## config.mk

```make
export PLATFORM = sky130hd
export DESIGN_NAME = alu_seq_ctrl
export DESIGN_NICKNAME = d
export VERILOG_FILES = /design/src/rtl/alu_ctrl_pkg.sv /design/src/rtl/btn_sync_edge.sv /design/src/rtl/alu_seq_ctrl.sv
export SDC_FILE = /design/constraint.sdc
export NUM_CORES = 1
export LEC_CHECK = 0
export ABC_AREA = 1
export ABC_CLOCK_PERIOD_IN_PS = 1500
export BUFFER_PORTS_ARGS = -buffer_cell sky130_fd_sc_hd__buf_2
export CAP_MARGIN = 20
export CORE_MARGIN = 2
export CORE_UTILIZATION = 35
export DETAILED_ROUTE_END_ITERATION = 10
export HOLD_SLACK_MARGIN = 0.03
export SYNTH_ARGS = -nofsm -noshare
export SYNTH_HDL_FRONTEND = slang
export SYNTH_HIERARCHICAL = 1
export SYNTH_SLANG_ARGS = --single-unit
```

## constraint.sdc

```tcl
create_clock -name clock -period 1.5 [get_ports clock]
set_input_delay 0.075 -clock clock [delete_from_list [all_inputs] [get_ports clock]]
set_output_delay 0.075 -clock clock [all_outputs]
set_load 0.01 [all_outputs]
```

## src/rtl/alu_ctrl_pkg.sv

```systemverilog
`default_nettype none
`timescale 1ns/1ps
// ============================================================================
// Module : alu_ctrl_pkg
// Brief  : Shared types, step codes and FSM helper functions for the ALU
//          operand-entry sequencer.
// Rev    : 1.0  initial release
// ============================================================================
package alu_ctrl_pkg;

  typedef enum logic [2:0] {
    WAIT_A  = 3'd0,
    LOAD_A  = 3'd1,
    WAIT_B  = 3'd2,
    LOAD_B  = 3'd3,
    WAIT_OP = 3'd4,
    LOAD_OP = 3'd5,
    EVAL    = 3'd6,
    SHOW    = 3'd7
  } state_t;

  localparam logic [1:0] STEP_A   = 2'd0;
  localparam logic [1:0] STEP_B   = 2'd1;
  localparam logic [1:0] STEP_OP  = 2'd2;
  localparam logic [1:0] STEP_RES = 2'd3;

  // Cancel dominates enter everywhere except EVAL, where the update pulse is
  // allowed to finish and the cancel only redirects the exit to WAIT_A.
  function automatic state_t next_state(input state_t cur,
                                        input logic   enter_rise,
                                        input logic   cancel_rise);
    state_t nxt;
    nxt = cur;
    if (cancel_rise && (cur != EVAL)) begin
      nxt = WAIT_A;
    end else begin
      case (cur)
        WAIT_A:  nxt = enter_rise  ? LOAD_A  : WAIT_A;
        LOAD_A:  nxt = WAIT_B;
        WAIT_B:  nxt = enter_rise  ? LOAD_B  : WAIT_B;
        LOAD_B:  nxt = WAIT_OP;
        WAIT_OP: nxt = enter_rise  ? LOAD_OP : WAIT_OP;
        LOAD_OP: nxt = EVAL;
        EVAL:    nxt = cancel_rise ? WAIT_A  : SHOW;
        SHOW:    nxt = enter_rise  ? LOAD_A  : SHOW;
        default: nxt = WAIT_A;
      endcase
    end
    return nxt;
  endfunction

  // Entry-phase indicator shown to the user for a given state.
  function automatic logic [1:0] step_of(input state_t s);
    logic [1:0] code;
    case (s)
      WAIT_A, LOAD_A:   code = STEP_A;
      WAIT_B, LOAD_B:   code = STEP_B;
      WAIT_OP, LOAD_OP: code = STEP_OP;
      default:          code = STEP_RES;
    endcase
    return code;
  endfunction

endpackage
`default_nettype wire

```

## src/rtl/btn_sync_edge.sv

```systemverilog
`default_nettype none
`timescale 1ns/1ps
// ============================================================================
// Module : btn_sync_edge
// Brief  : Multi-flop synchronizer plus rising-edge detector for a debounced
//          button. A button already held when reset releases is ignored until
//          it has been seen low once.
// Rev    : 1.0  initial release
// ============================================================================
module btn_sync_edge #(
  parameter int SYNC_STAGES = 2
) (
  input  logic clock,
  input  logic reset,
  input  logic btn,
  output logic rise
);

  logic [SYNC_STAGES-1:0] sync;
  logic [SYNC_STAGES-1:0] fill;
  logic                   prev;
  logic                   armed;

  // Shift the button through the synchronizer; 'fill' marks when the chain
  // holds a genuinely sampled value, and 'armed' latches once that value is low.
  always_ff @(posedge clock or posedge reset) begin
    if (reset) begin
      sync  <= '0;
      fill  <= '0;
      prev  <= 1'b0;
      armed <= 1'b0;
    end else begin
      sync  <= {sync[SYNC_STAGES-2:0], btn};
      fill  <= {fill[SYNC_STAGES-2:0], 1'b1};
      prev  <= sync[SYNC_STAGES-1];
      armed <= armed | (fill[SYNC_STAGES-1] & ~sync[SYNC_STAGES-1]);
    end
  end

  assign rise = sync[SYNC_STAGES-1] & ~prev & armed;

endmodule
`default_nettype wire

```

## src/rtl/alu_seq_ctrl.sv

```systemverilog
`default_nettype none
`timescale 1ns/1ps
// ============================================================================
// Module : alu_seq_ctrl
// Brief  : Button-driven sequencer that steps operand A, operand B and the
//          OpCode into the ALU register wrapper, then captures the result.
// Rev    : 1.0  initial release
// ============================================================================
module alu_seq_ctrl
  import alu_ctrl_pkg::*;
#(
  parameter int SYNC_STAGES = 2,
  parameter int CNT_W       = 8
) (
  input  logic             clock,
  input  logic             reset,
  input  logic             enter,
  input  logic             cancel,
  output logic             load_A,
  output logic             load_B,
  output logic             load_Op,
  output logic             updateRes,
  output logic [1:0]       step,
  output logic             busy,
  output logic [CNT_W-1:0] op_count
);

  localparam logic [CNT_W-1:0] CNT_ONE = {{(CNT_W-1){1'b0}}, 1'b1};

  logic   enter_rise;
  logic   cancel_rise;
  state_t state;
  state_t nxt;

  btn_sync_edge #(.SYNC_STAGES(SYNC_STAGES)) u_enter_sync (
    .clock (clock),
    .reset (reset),
    .btn   (enter),
    .rise  (enter_rise)
  );

  btn_sync_edge #(.SYNC_STAGES(SYNC_STAGES)) u_cancel_sync (
    .clock (clock),
    .reset (reset),
    .btn   (cancel),
    .rise  (cancel_rise)
  );

  // Next-state selection from the current state and the two button pulses.
  always_comb begin
    nxt = next_state(state, enter_rise, cancel_rise);
  end

  // State register with outputs registered from the next state, so every
  // output equals a pure decode of the state it accompanies.
  always_ff @(posedge clock or posedge reset) begin
    if (reset) begin
      state     <= WAIT_A;
      load_A    <= 1'b0;
      load_B    <= 1'b0;
      load_Op   <= 1'b0;
      updateRes <= 1'b0;
      busy      <= 1'b0;
      step      <= STEP_A;
      op_count  <= '0;
    end else begin
      state     <= nxt;
      load_A    <= (nxt == LOAD_A);
      load_B    <= (nxt == LOAD_B);
      load_Op   <= (nxt == LOAD_OP);
      updateRes <= (nxt == EVAL);
      busy      <= (nxt == LOAD_A) || (nxt == LOAD_B) ||
                   (nxt == LOAD_OP) || (nxt == EVAL);
      step      <= step_of(nxt);
      if (state == EVAL) begin
        op_count <= op_count + CNT_ONE;
      end
    end
  end

endmodule
`default_nettype wire

```

==> run metrics, run 1 <==
fin crit share=0.8295; initial antenna violation count=0; # diodes=0; hpwl dp=1369 um; # DRC=0; mux contribution to synthesized area=0; post-synthesis cell count=120; worst min path class=input port to async pin; Clock Path Buffers=2; total global-route track usage=0.1108; Layout Nets=between 150 and 200; Setup Skew=between 6 and 7 ps; Cell variety after synth=20; final hold slack=213.6 ps; largest net degree at the start of global routing=18; placed inst area=1336 um^2; most frequent cell after synthesis=dfrtp_1; Die Area=3901 um^2; number of global-route vias before repair=796; Die Span X=62.46 um; worst r2r src=u_cancel_sync/sync[1]; GRT overflow=0; GP Congestion=0.7949; CTS tree=yes; worst slew pin tran=656.9 ps; DR iter-0 viols=41; Slew Viols, Final=0; origin of the worst setup path=u_cancel_sync/sync[1]; Fmax=803.7 MHz; Async SR Flop Fraction=1.000; Crit Path Max Fanout=3; Vias/cell=4.052; status=completed; final instance area=1436 um^2; Worst VDD drop=roughly 0.56 mV; H-tree levels=2; unrepaired setup endpoints after global routing=false; Rows=21; Initial Utilization=0.3613; post-synth top area share=0.6067; #FFs+latches synth=29; worst-skew pair later-pin latency=320 ps; area share of and/or/nand/nor cells after synthesis=0.2490; synthesis-to-finish area growth=20.08%; Netlist Area Pre-Place=1196 um^2; die height=62.46 um; xor-xnor portion of the synthesized cell area=0.03661; drt first pass iters=3; Hold Buf Count CTS=3; setup_tns=0 ps; WL final=1865 um; root buf cell=clkbuf_4; WL per Instance=9.613 um; top cells by area, synth=dfrtp_1 (61%), nand2_1 (8.8%), inv_1 (6.3%); # setup viols final=0; total CTS buffers=5; pwr/cell area=approximately 1400 nW/um^2; sequential-to-total area share from yosys stat=0.6067; top cell type by total area after synthesis=dfrtp_1; Syn Area/Cell=9.968 um^2; core area=3311 um^2; max_cap viols=0; Compound-Gate Fraction of Synth Area=0.01569; Top FF cell, synth=dfrtp_1; Sink Count=29; Rel. slew slack=0.5616; Net Count, Synth=125; Finished Layout Cells=194; vias=786; fin crit period=approximately 1200 ps; clock-pin slew on the worst setup and hold paths=90 ps; Worst Path Arrival=1490 ps; Cell Count Post-Placement=183; CP Class=flop to flop; largest family of logic cells by synthesized area=simple AND/OR/NAND/NOR gates; Final Hold Viols=0; Worst setup EP type=flop; Crit path required time=approximately 1800 ps; Top Ports=19; EDFF count, synth=0; layout cells sized above 1=0.3041; Commonest cells post-synth=dfrtp_1 (29), nand2_1 (28), inv_1 (20); first-pass GRT wire length=3291 um; leakage power=approximately 0.8 nW; crit start category=flop; Yosys warnings=6; adder-cell share of the synthesized area=0.01046; total power=0.001951 W; port bufs=18; post-CTS setup buffer count=0; post-CTS sizing=0; Antenna Nets Post-Route=0
-- critical path, cell delays in order, from the launching register on --
cell	delay [ps]
dfrtp_1	370
nand2_1	70
nor2_2	160
inv_1	60
nand2_1	80
nand3_1	120
nand3_1	150
nand2_1	80
nor2_1	100
-- kinds of logic (layout without fill, tap and decap cells) --
logic type | after synthesis | after routing
AND/OR/NAND/NOR | 57 | 57
flip-flops | 29 | 29
buffers and inverters | 23 | 51
XOR/XNOR | 5 | 5
AO/OA/AOI/OAI | 3 | 3
other | 2 | 2
adder cells (fa/ha/maj) | 1 | 1
-- registers in the layout, indices dropped and copies added (netlist names) --
register	flops
load_B	1
load_A	1
u_cancel_sync/prev	1
u_enter_sync/prev	1
u_enter_sync/fill	2
updateRes	1
u_enter_sync/armed	1
u_enter_sync/sync	2
u_cancel_sync/fill	2
u_cancel_sync/sync	2
u_cancel_sync/armed	1
step	2
op_count	8
state	2
load_Op	1
busy	1
-- placed cells by master (no fill, tap or decap), drive strengths merged --
cell type	netlist	layout
nand2	33	33
dfrtp	29	29
inv	22	22
buf	1	18
nor2	14	14
clkbuf	0	7
nand3	5	5
xnor2	4	4
nand4	4	4
dlygate4sd3	0	3
o21ai	2	2
conb	2	2
xor2	1	1
a21oi	1	1
nor3	1	1
ha	1	1
clkinv	0	1
-- final timing paths --
check,to,slack (ps),cells past startpoint
max reg2reg,load_Op,260,8
max,load_Op,260,8
min reg2reg,u_enter_sync/sync[1],350,0
min in group clock,u_enter_sync/sync[1],350,0
max in group asynchronous,step[1],680,3
min,u_cancel_sync/prev,210,3
-- power breakdown --
group	switching, W	internal [W]
Clock	0.000254	0.000271
Sequential	0.0000846	0.000886
Combinational	0.000286	0.000170
-- layout make-up --
cell class / instances / area, um^2
flip-flops and latches: 29 / 725.7
fillers: 342 / 1874
clock inverters: 1 / 5.005
clock buffers: 7 / 65.06
repair buffers: 21 / 120.1
well taps: 46 / 57.56
inverters: 22 / 82.58
multi-input cells: 68 / 380.4
-- layer usage --
layer	share of wire	vias up	GRT usage
li1	-	409	-
met2	0.46	15	0.1734
met5	0	-	0
met3	0.029	7	0.03784
met1	0.48	355	0.1281
met4	0.028	0	0.07500
-- per-stage QoR --
stage               setup slack (ps)  utilization
finish                         255.8       0.4339
global route                   105.0       0.4339
CTS                            242.5       0.4339
detailed placement             267.1       0.4036
global placement               284.9       0.4036
floorplan                      377.5            -
Power figures use the tool's default switching activity.
==> inputs of run 2 (changes only) <==
--- a/config.mk
+++ b/config.mk
@@ -6,7 +6,7 @@
 export NUM_CORES = 1
 export LEC_CHECK = 0
 export ABC_AREA = 1
-export ABC_CLOCK_PERIOD_IN_PS = 1500
+export ABC_CLOCK_PERIOD_IN_PS = 1200
 export BUFFER_PORTS_ARGS = -buffer_cell sky130_fd_sc_hd__buf_2
 export CAP_MARGIN = 20
 export CORE_MARGIN = 2
==> constraint.sdc (replaced) <==
create_clock -name clock -period 1.2 [get_ports clock]
set_input_delay 0.06 -clock clock [delete_from_list [all_inputs] [get_ports clock]]
set_output_delay 0.06 -clock clock [all_outputs]
set_load 0.01 [all_outputs]
==> run 2 against run 1 <==
Effect of this change: the run now ends with setup timing left; non-clock buffer count is 10 higher; first-iteration DRC count shrank 63%; sequential power up 28%; total power up 28%; via count grew 11%; sequential share of layout area decreased by 3.7 points; combinational power up 59%; final area increased by 8.5%; sequential cell count is the same; critical path depth fell by 2; count of clock-buffer cells in the layout up 1; register-to-register slack worse by 260 ps.
==> run metrics, run 2 (synthesized netlist as in run 1, its figures left out) <==
max_cap viols=0; first-pass GRT wire length=roughly 3600 um; Setup Skew=12.41 ps; total global-route track usage=0.1191; synthesis-to-finish area growth=30.34%; final instance area=between 1500 and 2000 um^2; hpwl dp=1410 um; status=complete, but fails checks; Antenna Nets Post-Route=0; reg2reg path depth=6; Fmax=827.3 MHz; Worst Path Arrival=1420 ps; top sig layer=met4; most frequent CP cell=buf_4; DR iter-0 viols=15; leakage power=0.8276 nW; initial antenna violation count=0; Initial Utilization=0.3613; root buf cell=clkbuf_4; commonest cells after routing, fill and taps aside=dfrtp_1 (26), nand2_1 (24), inv_1 (19), buf_2 (18), buf_4 (10); # setup viols final=2; WL per Instance=10.00 um; commonest non-fill, non-tap cell in the layout=dfrtp_1; largest net degree at the start of global routing=18; Sink Count=29; final hold slack=202.4 ps; metal2 WL=just over 1000 um; Slowest Stage Delay on Critical Path=~470 ps; Vias/cell=~4.3; crit start category=flop; setup slack after layout=-8.768 ps; Die Span X=about 62 um; worst-skew pair later-pin latency=320 ps; fin crit period=1209 ps; GRT overflow=0; GP Congestion=around 0.8; unrepaired setup endpoints after global routing=true; metal1 wirelength=851 um; CP Class=flop to flop; total CTS buffers=5; fin crit share=1.007; number of global-route vias before repair=863; die height=around 62 um; H-tree levels=2; Top Ports=19; Rows=21; met3 WL=around 110 um; worst min path class=input port to async pin; # diodes=0; clock-pin slew on the worst setup and hold paths=90 ps; Slowest cell on crit path=dfrtp_2; worst reg-to-reg setup slack=-9 ps; layout cells sized above 1=0.4114; CTS tree=yes; worst r2r src=state[0]; WL final=approximately 2000 um; placed inst area=1374 um^2; # DRC=0; pwr/cell area=1607 nW/um^2; vias=872; port bufs=18; Crit Path Max Fanout=5; Largest register FFs=8; CP cell instances=buf_4 > nand2_2 > nand3_2 > nand2_1 > nor2_2 > buf_4; Crit path required time=1420 ps; most flop-heavy register=op_count; core area=3311 um^2; total power=0.002505 W; Clock Path Buffers=2; setup_tns=-13.32 ps; failing checks=setup timing; Die Area=3901 um^2; Critical R2R Capture=step[0]; drt first pass iters=4; Final Hold Viols=0; Slew Viols, Final=0; Worst VDD drop=around 0.74 mV; Worst setup EP type=flop; Layout Nets=162
run 2: cell count changes in the layout (fill, tap and decap cells not counted), sizes merged:
| cell | delta |
|---|---|
| buf | +10 |
| clkinv | -1 |
| clkbuf | +1 |
run 2: how the worst max path moves through the flow:
stage	from	endpoint	slack (ps)	cells past startpoint
after floorplan	u_cancel_sync/sync[1]	busy	80	9
after global placement	state[0]	busy	30	7
after detailed placement	step[0]	op_count[6]	10	5
after CTS	state[0]	busy	-6	7
after global routing	u_enter_sync/sync[1]	load_B	-120	6
final	state[0]	step[0]	-9	6
run 2: cell type report:
cell class                 count  area, um^2
clock buffer                   8       48.80
fill                         342        1752
inverter                      22       85.08
multi-input combinational     68       442.9
sequential                    29       729.5
tap                           46       57.56
timing repair buffer          31       195.2
run 2: worst max-delay path, delay by kind of cell (launching register included):
| kind | cells | cell delay [ps] |
|---|---|---|
| buffers and inverters | 2 | 280 |
| flip-flops | 1 | 470 |
| AND/OR/NAND/NOR | 4 | 350 |
run 2: timing repair:
| action | 4_1_cts | 5_1_grt |
|---|---|---|
| setup buffers | 1 | 4 |
| pin swaps | 0 | 8 |
| hold buffers | 3 | 0 |
| setup endpoints to repair | 4 | 11 |
| endpoints found under the hold margin | 31 | 0 |
| resized for setup | 3 | 18 |
run 2: per-layer routing:
| metal | GRT usage | vias to the layer above |
|---|---|---|
| met3 | 0.05766 | 8 |
| met2 | 0.2003 | 17 |
| li1 | - | 430 |
| met1 | 0.1273 | 417 |
| met5 | 0 | - |
| met4 | 0.05000 | 0 |
run 2: where the power goes:
group          internal, W  switching (W)  total (W)
combinational     0.000297       0.000428   0.000724
sequential         0.00111       0.000128    0.00124
clock             0.000233       0.000305   0.000538
run 2: stage by stage:
step	instances	util	setup slack, ps
6_report	204	0.4709	-8.768
3_3_place_gp	188	0.4150	26.02
4_1_cts	200	0.4429	-5.731
3_5_place_dp	188	0.4150	9.748
2_1_floorplan	120	-	77.48
5_1_grt	204	0.4709	-116.7
==> inputs of run 3 (changes only) <==
--- a/config.mk
+++ b/config.mk
@@ -9,10 +9,13 @@
 export ABC_CLOCK_PERIOD_IN_PS = 1200
 export BUFFER_PORTS_ARGS = -buffer_cell sky130_fd_sc_hd__buf_2
 export CAP_MARGIN = 20
+export CELL_PAD_IN_SITES_DETAIL_PLACEMENT = 0
+export CELL_PAD_IN_SITES_GLOBAL_PLACEMENT = 1
 export CORE_MARGIN = 2
 export CORE_UTILIZATION = 35
 export DETAILED_ROUTE_END_ITERATION = 10
 export HOLD_SLACK_MARGIN = 0.03
+export PLACE_DENSITY_LB_ADDON = 0.1
 export SYNTH_ARGS = -nofsm -noshare
 export SYNTH_HDL_FRONTEND = slang
 export SYNTH_HIERARCHICAL = 1
==> run 3 against run 2 <==
Effect of this change: the flow still finishes with violations (setup timing); clock power rose by 53%; via count decreased by 4.0%; worst setup slack improved by 2.2 ps; final area grew 2.9%; wire length is 2.5% lower; combinational power hardly changed; clock skew decreased by 9.5 ps; core utilization is 1.4 points higher; non-clock buffer count is 1 higher; sequential share of layout area down 1.3 points; sequential power hardly changed; global-route usage shrank 0.28 points; critical endpoint is now busy.
==> run metrics, run 3 (synthesized netlist as in run 1, its figures left out) <==
setup slack after layout=-6.580 ps; Worst VDD drop=0.8480 mV; CP Class=flop to flop; fin crit period=1207 ps; failing checks=setup timing; # DRC=0; Cell Count Post-Placement=190; WL final=1989 um; total CTS buffers=5; CP top delay family=simple AND/OR/NAND/NOR gates; fin crit share=1.005; Top Ports=19; Largest register FFs=8; Rows=21; Slowest cell on crit path=dfrtp_2; Clock Path Buffers=2; crit start category=flop; total global-route track usage=0.1163; leakage power=~0.86 nW; H-tree levels=2; multi-input logic area=~440 um^2; # setup viols final=1; unrepaired setup endpoints after global routing=true; register area=729.5 um^2; number of global-route vias before repair=795; core area=3311 um^2; Worst Path Arrival=1480 ps; final core utilization=0.4845; status=complete, but fails checks; Crit Path Max Fanout=5; DR iter-0 viols=20; Crit path required time=1470 ps; max_cap viols=0; Initial Utilization=0.3613; Die Span X=62.46 um; Die Area=just under 4000 um^2; worst-skew pair later-pin latency=between 300 and 400 ps; Layout Nets=163; WL per Instance=9.702 um; Fmax=828.8 MHz; layout cells sized above 1=0.4214; port bufs=18; Sink Count=29; initial antenna violation count=0; CTS tree=yes; Vias/cell=4.083; CP cell instances=nand2_4 > inv_1 > nand3_2 > nand2_1 > nor2_2 > nand3_2 > nand2_1; GP Congestion=~0.73; pwr/cell area=1737 nW/um^2; vias=837; CP Buf/Inv Count=1; largest net degree at the start of global routing=18; GRT overflow=0; Setup Skew=just under 3 ps; hpwl dp=approximately 1400 um; Final Hold Viols=0; first-pass GRT wire length=3387 um; Worst setup EP type=flop; Finished Layout Cells=slightly above 200; commonest cells after routing, fill and taps aside=nand2_1 (26), dfrtp_1 (26), inv_1 (19), buf_2 (18), buf_4 (10); clock-pin slew on the worst setup and hold paths=90 ps; worst min path class=input port to async pin; synthesis-to-finish area growth=34.10%; fillcell total=335; # diodes=0; Antenna Nets Post-Route=0; drt first pass iters=4; root buf cell=clkbuf_4; most flop-heavy register=op_count; Slowest Stage Delay on Critical Path=between 400 and 500 ps; Slew Viols, Final=0; die height=62.46 um
-- run 3: cell type report --
class / count / area share
Clock inverter: 1 / 0.01872
Timing Repair Buffer: 32 / 0.1287
Sequential cell: 29 / 0.4548
Clock buffer: 7 / 0.03432
Multi-Input combinational cell: 68 / 0.2761
Inverter: 22 / 0.05148
Tap cell: 46 / 0.03588
-- run 3: final timing paths --
path / from / to / slack (ps) / cells past startpoint
max: step[0] / busy / -7 / 7
min: reset / u_cancel_sync/sync[0] / 180 / 3
max reg2reg: step[0] / busy / -7 / 7
min reg2reg: u_cancel_sync/sync[0] / u_cancel_sync/sync[1] / 350 / 0
max in group asynchronous: reset / step[0] / 700 / 4
min in group clock: u_cancel_sync/sync[0] / u_cancel_sync/sync[1] / 350 / 0
-- run 3: repair_timing --
action,4_1_cts,5_1_grt
gates resized for setup,2,18
hold buffers,3,0
endpoints found under the setup margin,2,8
buffers inserted,0,4
hold endpoints to repair,31,0
pin swaps,2,13
-- run 3: worst min-delay path: stages --
cell	delay, ps
dlygate4sd3_1	520
buf_2	130
inv_1	170
-- run 3: through the flow --
| stage | TNS (ps) | hold WS, ps | worst slack (ps) | total power [W] | cell area (um^2) |
|---|---|---|---|---|---|
| floorplan | 0 | -149.0 | 77.48 | 0.001646 | 1196 |
| global placement | 0 | -5.448 | 25.79 | 0.001846 | 1389 |
| detailed placement | 0 | -1.901 | 11.89 | 0.001842 | 1389 |
| CTS | 0 | 168.7 | 0.8912 | 0.002700 | 1510 |
| global route | -399.1 | 179.9 | -103.0 | 0.002982 | 1604 |
| finish | -6.580 | 182.2 | -6.580 | 0.002787 | 1604 |
-- run 3: power by group --
part	leakage (nW)	total [W]	internal [W]	switching [W]
combinational	0.453	0.000721	0.000296	0.000425
sequential	0.359	0.00124	0.00111	0.000126
clock	0.0455	0.000825	0.000497	0.000328
-- run 3: layer usage --
metal / track usage / up-vias / part of all wire
li1: - / 431 / -
met1: 0.1377 / 386 / 0.44
met2: 0.1626 / 16 / 0.48
met3: 0.06667 / 4 / 0.057
met4: 0.06944 / 0 / 0.017
met5: 0 / - / 0
